[src/rtl/kule_gfx_pkg.sv]
// Shared constants and types for the sprite blitter datapath.
package kule_gfx_pkg;

    localparam int SPRITE_NUM       = 16;
    localparam int SPRITE_W         = 32;
    localparam int SPRITE_H         = 32;
    localparam int SPRITE_ADDR_SIZE = 9;
    localparam int SCREEN_W         = 640;
    localparam int SCREEN_H         = 480;
    localparam int FB_ADDR_W        = 19;

    localparam int SEL_W  = $clog2(SPRITE_NUM);
    localparam int SRC_AW = SPRITE_ADDR_SIZE + 1;
    localparam int COL_W  = $clog2(SPRITE_W);
    localparam int ROW_W  = $clog2(SPRITE_H);
    // Output-space offset: large enough for SPRITE_W*255-1.
    localparam int OFS_W  = 14;
    // Screen position: sign-extended 16-bit origin plus offset, never overflows.
    localparam int POS_W  = 18;

    localparam logic [3:0] TRANSPARENT_IDX = 4'd0;

    typedef enum logic [1:0] {
        IDLE,
        DRAW,
        DRAIN
    } blit_state_t;

endpackage

[src/rtl/sprite_raster_counter.sv]
// Raster walker over the magnified sprite: output offset (ox, oy) with
// ox fastest, plus the source bitmap address it maps to.
module sprite_raster_counter
    import kule_gfx_pkg::*;
(
    input  logic                clock,
    input  logic                reset,
    input  logic [7:0]          scale,
    input  logic                step,
    input  logic                clear,
    output logic [OFS_W-1:0]    ox,
    output logic [OFS_W-1:0]    oy,
    output logic [SRC_AW-1:0]   src_addr,
    output logic                last
);

    logic [7:0]       rep_x;
    logic [7:0]       rep_y;
    logic [COL_W-1:0] col;
    logic [ROW_W-1:0] row;
    logic             rep_x_wrap;
    logic             rep_y_wrap;
    logic             col_wrap;

    assign rep_x_wrap = (rep_x == scale - 8'd1);
    assign rep_y_wrap = (rep_y == scale - 8'd1);
    assign col_wrap   = (col == COL_W'(SPRITE_W - 1));
    assign last       = rep_x_wrap && rep_y_wrap && col_wrap &&
                        (row == ROW_W'(SPRITE_H - 1));
    // Source address only moves when col or row moves; repeats reuse it.
    assign src_addr   = SRC_AW'(row) * SRC_AW'(SPRITE_W) + SRC_AW'(col);

    // Advance rep_x -> col -> rep_y -> row, tracking the output offset alongside.
    always_ff @(posedge clock) begin
        if (reset || clear) begin
            rep_x <= '0;
            rep_y <= '0;
            col   <= '0;
            row   <= '0;
            ox    <= '0;
            oy    <= '0;
        end else if (step) begin
            if (!rep_x_wrap) begin
                rep_x <= rep_x + 8'd1;
                ox    <= ox + OFS_W'(1);
            end else begin
                rep_x <= '0;
                if (!col_wrap) begin
                    col <= col + COL_W'(1);
                    ox  <= ox + OFS_W'(1);
                end else begin
                    col <= '0;
                    ox  <= '0;
                    oy  <= oy + OFS_W'(1);
                    if (!rep_y_wrap) begin
                        rep_y <= rep_y + 8'd1;
                    end else begin
                        rep_y <= '0;
                        row   <= row + ROW_W'(1);
                    end
                end
            end
        end
    end

endmodule

[src/rtl/sprite_blitter.sv]
// Pops sprite draw entries and paints magnified, clipped, non-transparent
// pixels into the framebuffer through a two-stage fetch/write pipeline.
module sprite_blitter
    import kule_gfx_pkg::*;
(
    input  logic                  clock,
    input  logic                  reset,
    input  logic                  is_empty,
    input  logic [7:0]            sprite_id,
    input  logic [15:0]           sprite_x,
    input  logic [15:0]           sprite_y,
    input  logic [7:0]            sprite_scale,
    output logic                  dequeue,
    output logic [SEL_W-1:0]      sprite_r0_select,
    output logic [SRC_AW-1:0]     sprite_r0_addr,
    input  logic [3:0]            sprite_r0_data,
    output logic                  fb_w_en,
    output logic [FB_ADDR_W-1:0]  fb_w_addr,
    output logic [3:0]            fb_w_data,
    input  logic                  fb_ready,
    output logic                  busy
);

    localparam logic signed [POS_W-1:0] SCR_W_S = POS_W'(SCREEN_W);
    localparam logic signed [POS_W-1:0] SCR_H_S = POS_W'(SCREEN_H);

    function automatic logic on_screen(input logic signed [POS_W-1:0] px,
                                       input logic signed [POS_W-1:0] py);
        return !px[POS_W-1] && (px < SCR_W_S) && !py[POS_W-1] && (py < SCR_H_S);
    endfunction

    function automatic logic [FB_ADDR_W-1:0] fb_index(input logic signed [POS_W-1:0] px,
                                                      input logic signed [POS_W-1:0] py);
        logic [FB_ADDR_W-1:0] ux;
        logic [FB_ADDR_W-1:0] uy;
        ux = FB_ADDR_W'($unsigned(px));
        uy = FB_ADDR_W'($unsigned(py));
        return uy * FB_ADDR_W'(SCREEN_W) + ux;
    endfunction

    blit_state_t              state;
    logic [SEL_W-1:0]         id_q;
    logic signed [15:0]       x_q;
    logic signed [15:0]       y_q;
    logic [7:0]               scale_q;

    logic [OFS_W-1:0]         ox_p0;
    logic [OFS_W-1:0]         oy_p0;
    logic [SRC_AW-1:0]        src_addr_p0;
    logic                     last_p0;
    logic                     step_p0;
    logic                     clear_p0;
    logic signed [POS_W-1:0]  px_p0;
    logic signed [POS_W-1:0]  py_p0;

    logic signed [POS_W-1:0]  px_p1;
    logic signed [POS_W-1:0]  py_p1;
    logic [SRC_AW-1:0]        src_addr_p1;
    logic                     vld_p1;
    logic                     stall;

    // Stage A: raster walker selects the source pixel for (ox, oy).
    sprite_raster_counter u_raster (
        .clock    (clock),
        .reset    (reset),
        .scale    (scale_q),
        .step     (step_p0),
        .clear    (clear_p0),
        .ox       (ox_p0),
        .oy       (oy_p0),
        .src_addr (src_addr_p0),
        .last     (last_p0)
    );

    assign clear_p0 = (state == IDLE);
    assign step_p0  = (state == DRAW) && !stall;
    assign px_p0    = POS_W'(x_q) + $signed(POS_W'(ox_p0));
    assign py_p0    = POS_W'(y_q) + $signed(POS_W'(oy_p0));

    // Stage B: storage data arrives; decide the write and apply backpressure.
    assign fb_w_en   = vld_p1 && (sprite_r0_data != TRANSPARENT_IDX) && on_screen(px_p1, py_p1);
    assign fb_w_data = vld_p1 ? sprite_r0_data : 4'd0;
    assign fb_w_addr = fb_index(px_p1, py_p1);
    assign stall     = fb_w_en && !fb_ready;

    // While stalled, re-present stage B's address so the read data stays valid.
    assign sprite_r0_select = id_q;
    assign sprite_r0_addr   = stall ? src_addr_p1 : src_addr_p0;

    assign dequeue = (state == IDLE) && !is_empty;
    assign busy    = (state != IDLE);

    // Control FSM and stage A -> stage B pipeline register.
    always_ff @(posedge clock) begin
        if (reset) begin
            state       <= IDLE;
            id_q        <= '0;
            x_q         <= '0;
            y_q         <= '0;
            scale_q     <= '0;
            px_p1       <= '0;
            py_p1       <= '0;
            src_addr_p1 <= '0;
            vld_p1      <= 1'b0;
        end else begin
            case (state)
                IDLE: begin
                    if (!is_empty) begin
                        id_q    <= sprite_id[SEL_W-1:0];
                        x_q     <= $signed(sprite_x);
                        y_q     <= $signed(sprite_y);
                        scale_q <= sprite_scale;
                        if (sprite_id >= 8'(SPRITE_NUM) || sprite_scale == 8'd0) begin
                            state <= IDLE;
                        end else begin
                            state <= DRAW;
                        end
                    end
                end
                DRAW: begin
                    if (!stall) begin
                        px_p1       <= px_p0;
                        py_p1       <= py_p0;
                        src_addr_p1 <= src_addr_p0;
                        vld_p1      <= 1'b1;
                        if (last_p0) begin
                            state <= DRAIN;
                        end
                    end
                end
                DRAIN: begin
                    if (!stall) begin
                        vld_p1 <= 1'b0;
                        state  <= IDLE;
                    end
                end
                default: begin
                    vld_p1 <= 1'b0;
                    state  <= IDLE;
                end
            endcase
        end
    end

endmodule
[config.mk]
export PLATFORM = sky130hd
export DESIGN_NAME = sprite_blitter
export DESIGN_NICKNAME = d
export VERILOG_FILES = /design/src/rtl/kule_gfx_pkg.sv /design/src/rtl/sprite_raster_counter.sv /design/src/rtl/sprite_blitter.sv
export SDC_FILE = /design/constraint.sdc
export NUM_CORES = 1
export LEC_CHECK = 0
export CORE_MARGIN = 3
export CORE_UTILIZATION = 40
export DETAILED_ROUTE_END_ITERATION = 12
export GPL_TIMING_DRIVEN = 1
export MAX_ROUTING_LAYER = met4
export PLACE_DENSITY = 0.68
export SYNTH_ARGS = -nofsm -noshare
export SYNTH_HDL_FRONTEND = slang
export SYNTH_SLANG_ARGS = --single-unit
[constraint.sdc]
create_clock -name clock -period 4.7 [get_ports clock]
set_clock_uncertainty 0.1 [all_clocks]
set_input_delay 0.47 -clock clock [delete_from_list [all_inputs] [get_ports clock]]
set_output_delay 0.47 -clock clock [all_outputs]
set_load 0.05 [all_outputs]
==> results.sh <==
export IMPL_port_buffer_count=95
export IMPL_cp_start_kind="register"
export IMPL_crit_path_end_kind="output pin"
export IMPL_clkPwrFrac=0.481
export IMPL_cap_violations=0
export IMPL_wl_per_cell_um=14.3
export IMPL_synth_top_area_frac=0.349
export IMPL_clk_insertion_delay_late_ns=0.43
export IMPL_dieHeight_um=150
export IMPL_setup_viol=0
export IMPL_hpwl_um=14400
export IMPL_path_cells="ha_1 > ha_1 > a21o_1 > a21oi_1 > o21bai_1 > a21oi_1 > xnor2_1 > ha_1 > nand2_1 > o21ai_0 > xnor2_1 > clkdlybuf4s50_1"
export IMPL_arrival_ns=3.93
export IMPL_synth_warnings=0
export IMPL_power_frac_comb=0.087
export IMPL_pwr_share_seq=0.432
export IMPL_antenna_left=0
export IMPL_grt_pass1_vias=6624
export IMPL_drive_gt1_frac=0.0606
export IMPL_firstDrtPassIters=7
export IMPL_die_w_um=150
export IMPL_critPathTopFamily="compound AO/OA/AOI/OAI gates"
export IMPL_syn2layout_area_growth_pct=21.1
export IMPL_placed_area_sq_um=9440
export IMPL_crit_path_top_delay_cell="clkdlybuf4s50_1"
export IMPL_ios=96
export IMPL_ys_ff_latch=145
export IMPL_path_clk_slew_ns=0.06
export IMPL_cts_buffers=17
export IMPL_tightest_slew_ns=1.03
export IMPL_core_area_sq_um=20300
export IMPL_routed_wl_um=19700
export IMPL_r2r_end="u_raster.rep_y[4]"
export IMPL_path_class="reg2out"
export IMPL_power_density_nw_per_um2=294
export IMPL_place_ws_ns=0.377
export IMPL_max_freq_ghz=0.222
export IMPL_crit_top_cell="ha_1"
export IMPL_synthCells=1022
export IMPL_routed_via_density=5.14
export IMPL_hold_end="scale_q[2]"
export IMPL_synth_area_leaders="dfxtp_1 35%, ha_1 9.9%, nand2_1 8.6%, a21oi_1 7.2%, xor2_1 4.6%"
export IMPL_slowest_delay_ns=0.81
export IMPL_antenna_found_initial=0
export IMPL_r2r_setup_slack_ns=1.15
export IMPL_synth_edf_count=0
export IMPL_reg2reg_from="scale_q[0]"
export IMPL_final_cell_mix="191 x nand2_1, 145 x dfxtp_1, 119 x a21oi_1"
export IMPL_gp_congestion=0.837
export IMPL_htree_levels=4
export IMPL_peakVddDrop_v=0.000236
export IMPL_hold_depth=2
export IMPL_final_nets=1218
export IMPL_row_count=52
export IMPL_layout_cells_most_common="nand2_1"
export IMPL_dieArea_sq_um=22500
export IMPL_synth_ff_type="dfxtp_1"
export IMPL_hold_violations=0
export IMPL_drc=0
export IMPL_crit_path_start="py_p1[2]"
export IMPL_critPathMaxFanout=3
export IMPL_cts_tree="built"
export IMPL_cts_root_buf="clkbuf_16"
export IMPL_drv_slew=0
export IMPL_ctsHoldBuffers=0
export IMPL_min_period_over_period=0.957
export IMPL_cts_sinks=145
export IMPL_grt_remaining_overflow=0
export IMPL_fillers=1963
export IMPL_fin_area_sq_um=10100
export IMPL_synth_top_area_cell="dfxtp_1"
export IMPL_r2r_cells=11
export IMPL_slew_headroom=0.307
export IMPL_vias=7068
export IMPL_status="completed"
export IMPL_clockBufferDepth=2
export IMPL_worstHoldStart="reset"
export IMPL_p_int_mw=2.25
export IMPL_grt_max_degree=86
export IMPL_cp_depth=12
export IMPL_initial_core_util=0.409
export IMPL_syn_cell_area_sq_um=8310
export IMPL_tns_ns=0
export IMPL_leakagePower_nw=3.95
export IMPL_dr_first_iter_drc_count=408
export IMPL_netlist_cell_type_count=55
export IMPL_period_needed_ns=4.50
export IMPL_switching_power_uw=705
export IMPL_fin_ws_ns=0.200
export IMPL_p_sw_frac=0.239
export IMPL_grt_pass1_wl_um=32500
export IMPL_avgSynthCellArea_sq_um=8.13
export IMPL_rsz0062_at_grt="no"
export IMPL_finalPower_mw=2.95
export IMPL_hold_path_class="in2reg"
export IMPL_num_antenna_cells=0
export IMPL_grt_usage=0.184
export IMPL_whs_ns=0.310
export IMPL_yosysSeqAreaShare=0.349
export IMPL_required_ns=4.13
export IMPL_syn_nets=1148
export IMPL_path_buf_inv=1
export IMPL_async_flop_share=0
-- state kept, by name (all words and copies together), names as in the netlist, 8 cells and up --
name and cells:
px_p1 17, py_p1 17, scale_q 8, src_addr_p1 10, u_raster.ox 14, u_raster.oy 14
u_raster.rep_x 8, u_raster.rep_y 8, x_q 16, y_q 16
-- kinds of logic after synthesis --
| logic type | count (synthesis) | synth area share |
|---|---|---|
| and+or+nand+nor | 410 | 0.231 |
| xor gates and xnor gates | 89 | 0.100 |
| AOI/OAI and AO/OA | 200 | 0.139 |
| adders and majority gates | 70 | 0.109 |
| muxes | 21 | 0.0270 |
| DFF | 145 | 0.349 |
| buffers and inverters | 87 | 0.0443 |
-- cell usage after synthesis (all sizes together) (3+ instances only) --
| master | number |
|---|---|
| or2 | 4 |
| or3 | 13 |
| o211ai | 5 |
| clkbuf | 38 |
| inv | 35 |
| o31ai | 5 |
| a21oi | 119 |
| a21o | 8 |
| xnor3 | 4 |
| mux2i | 10 |
| nor2 | 73 |
| and2 | 7 |
| nor4 | 8 |
| dfxtp | 145 |
| o21bai | 5 |
| nor3b | 4 |
| fa | 4 |
| nor2b | 9 |
| nand3b | 4 |
| nand3 | 25 |
| nand4 | 22 |
| or4 | 5 |
| xnor2 | 41 |
| o41ai | 4 |
| buf | 14 |
| o21ai | 24 |
| xor2 | 44 |
| nor3 | 17 |
| o311ai | 3 |
| nand2b | 9 |
| ha | 66 |
| a31oi | 4 |
| a211oi | 7 |
| mux2 | 11 |
| and3 | 15 |
| nand2 | 192 |
| o21a | 7 |
-- power groups by stage --
stage          clock (mW)  combinational (mW)  sequential, mW
6_report             1.42               0.257            1.27
5_1_grt              1.50               0.282            1.28
4_1_cts              1.45               0.260            1.27
3_5_place_dp            0               0.258            1.30
3_3_place_gp            0               0.255            1.30
2_1_floorplan           0               0.158            1.30
-- worst max-delay path by stage --
stage	to	slack, ns
global route	fb_w_addr[18]	0.006
finish	fb_w_addr[16]	0.20
global placement	fb_w_addr[18]	0.51
floorplan	fb_w_addr[17]	0.07
CTS	fb_w_addr[18]	0.18
detailed placement	fb_w_addr[18]	0.38
-- metal layers --
metal / up-vias / track usage / part of all wire
li1: 3656 / - / -
met1: 3244 / 0.237 / 0.48
met2: 141 / 0.294 / 0.46
met3: 27 / 0.0298 / 0.040
met4: 0 / 0.0627 / 0.019
met5: - / - / 0
-- stage by stage --
step,cells,utilization
after floorplan,1022,-
after global placement,1343,0.465
after detailed placement,1343,0.465
after CTS,1375,0.496
after global routing,1375,0.496
final,1375,0.496
-- what timing repair did --
action / in CTS / in global routing
endpoints found under the setup margin: 2 / 2
gates resized for setup: 2 / 4
buffers inserted: 0 / 0
pin swaps: 0 / 0
-- cell type report --
class	instances	area, sq um	share of cell area
clock inverters	12	155	0.0154
inverters	35	131	0.0131
multi-input cells	790	5060	0.503
well taps	270	338	0.0336
flip-flops and latches	145	2900	0.289
clock buffers	20	467	0.0464
repair buffers	103	1000	0.0995
-- worst reg2reg max path, cell delays in order (launching register included) --
cell and delay [ns]:
dfxtp_1 0.48, inv_1 0.08, ha_1 0.24, nor3b_1 0.17
xnor2_1 0.31, xnor2_1 0.17, nor4_4 0.39, and3_1 0.21
buf_4 0.26, nor2b_1 0.55, nand2b_1 0.37, nor2_1 0.09
Note: power is estimated with default switching activity, not from simulation.
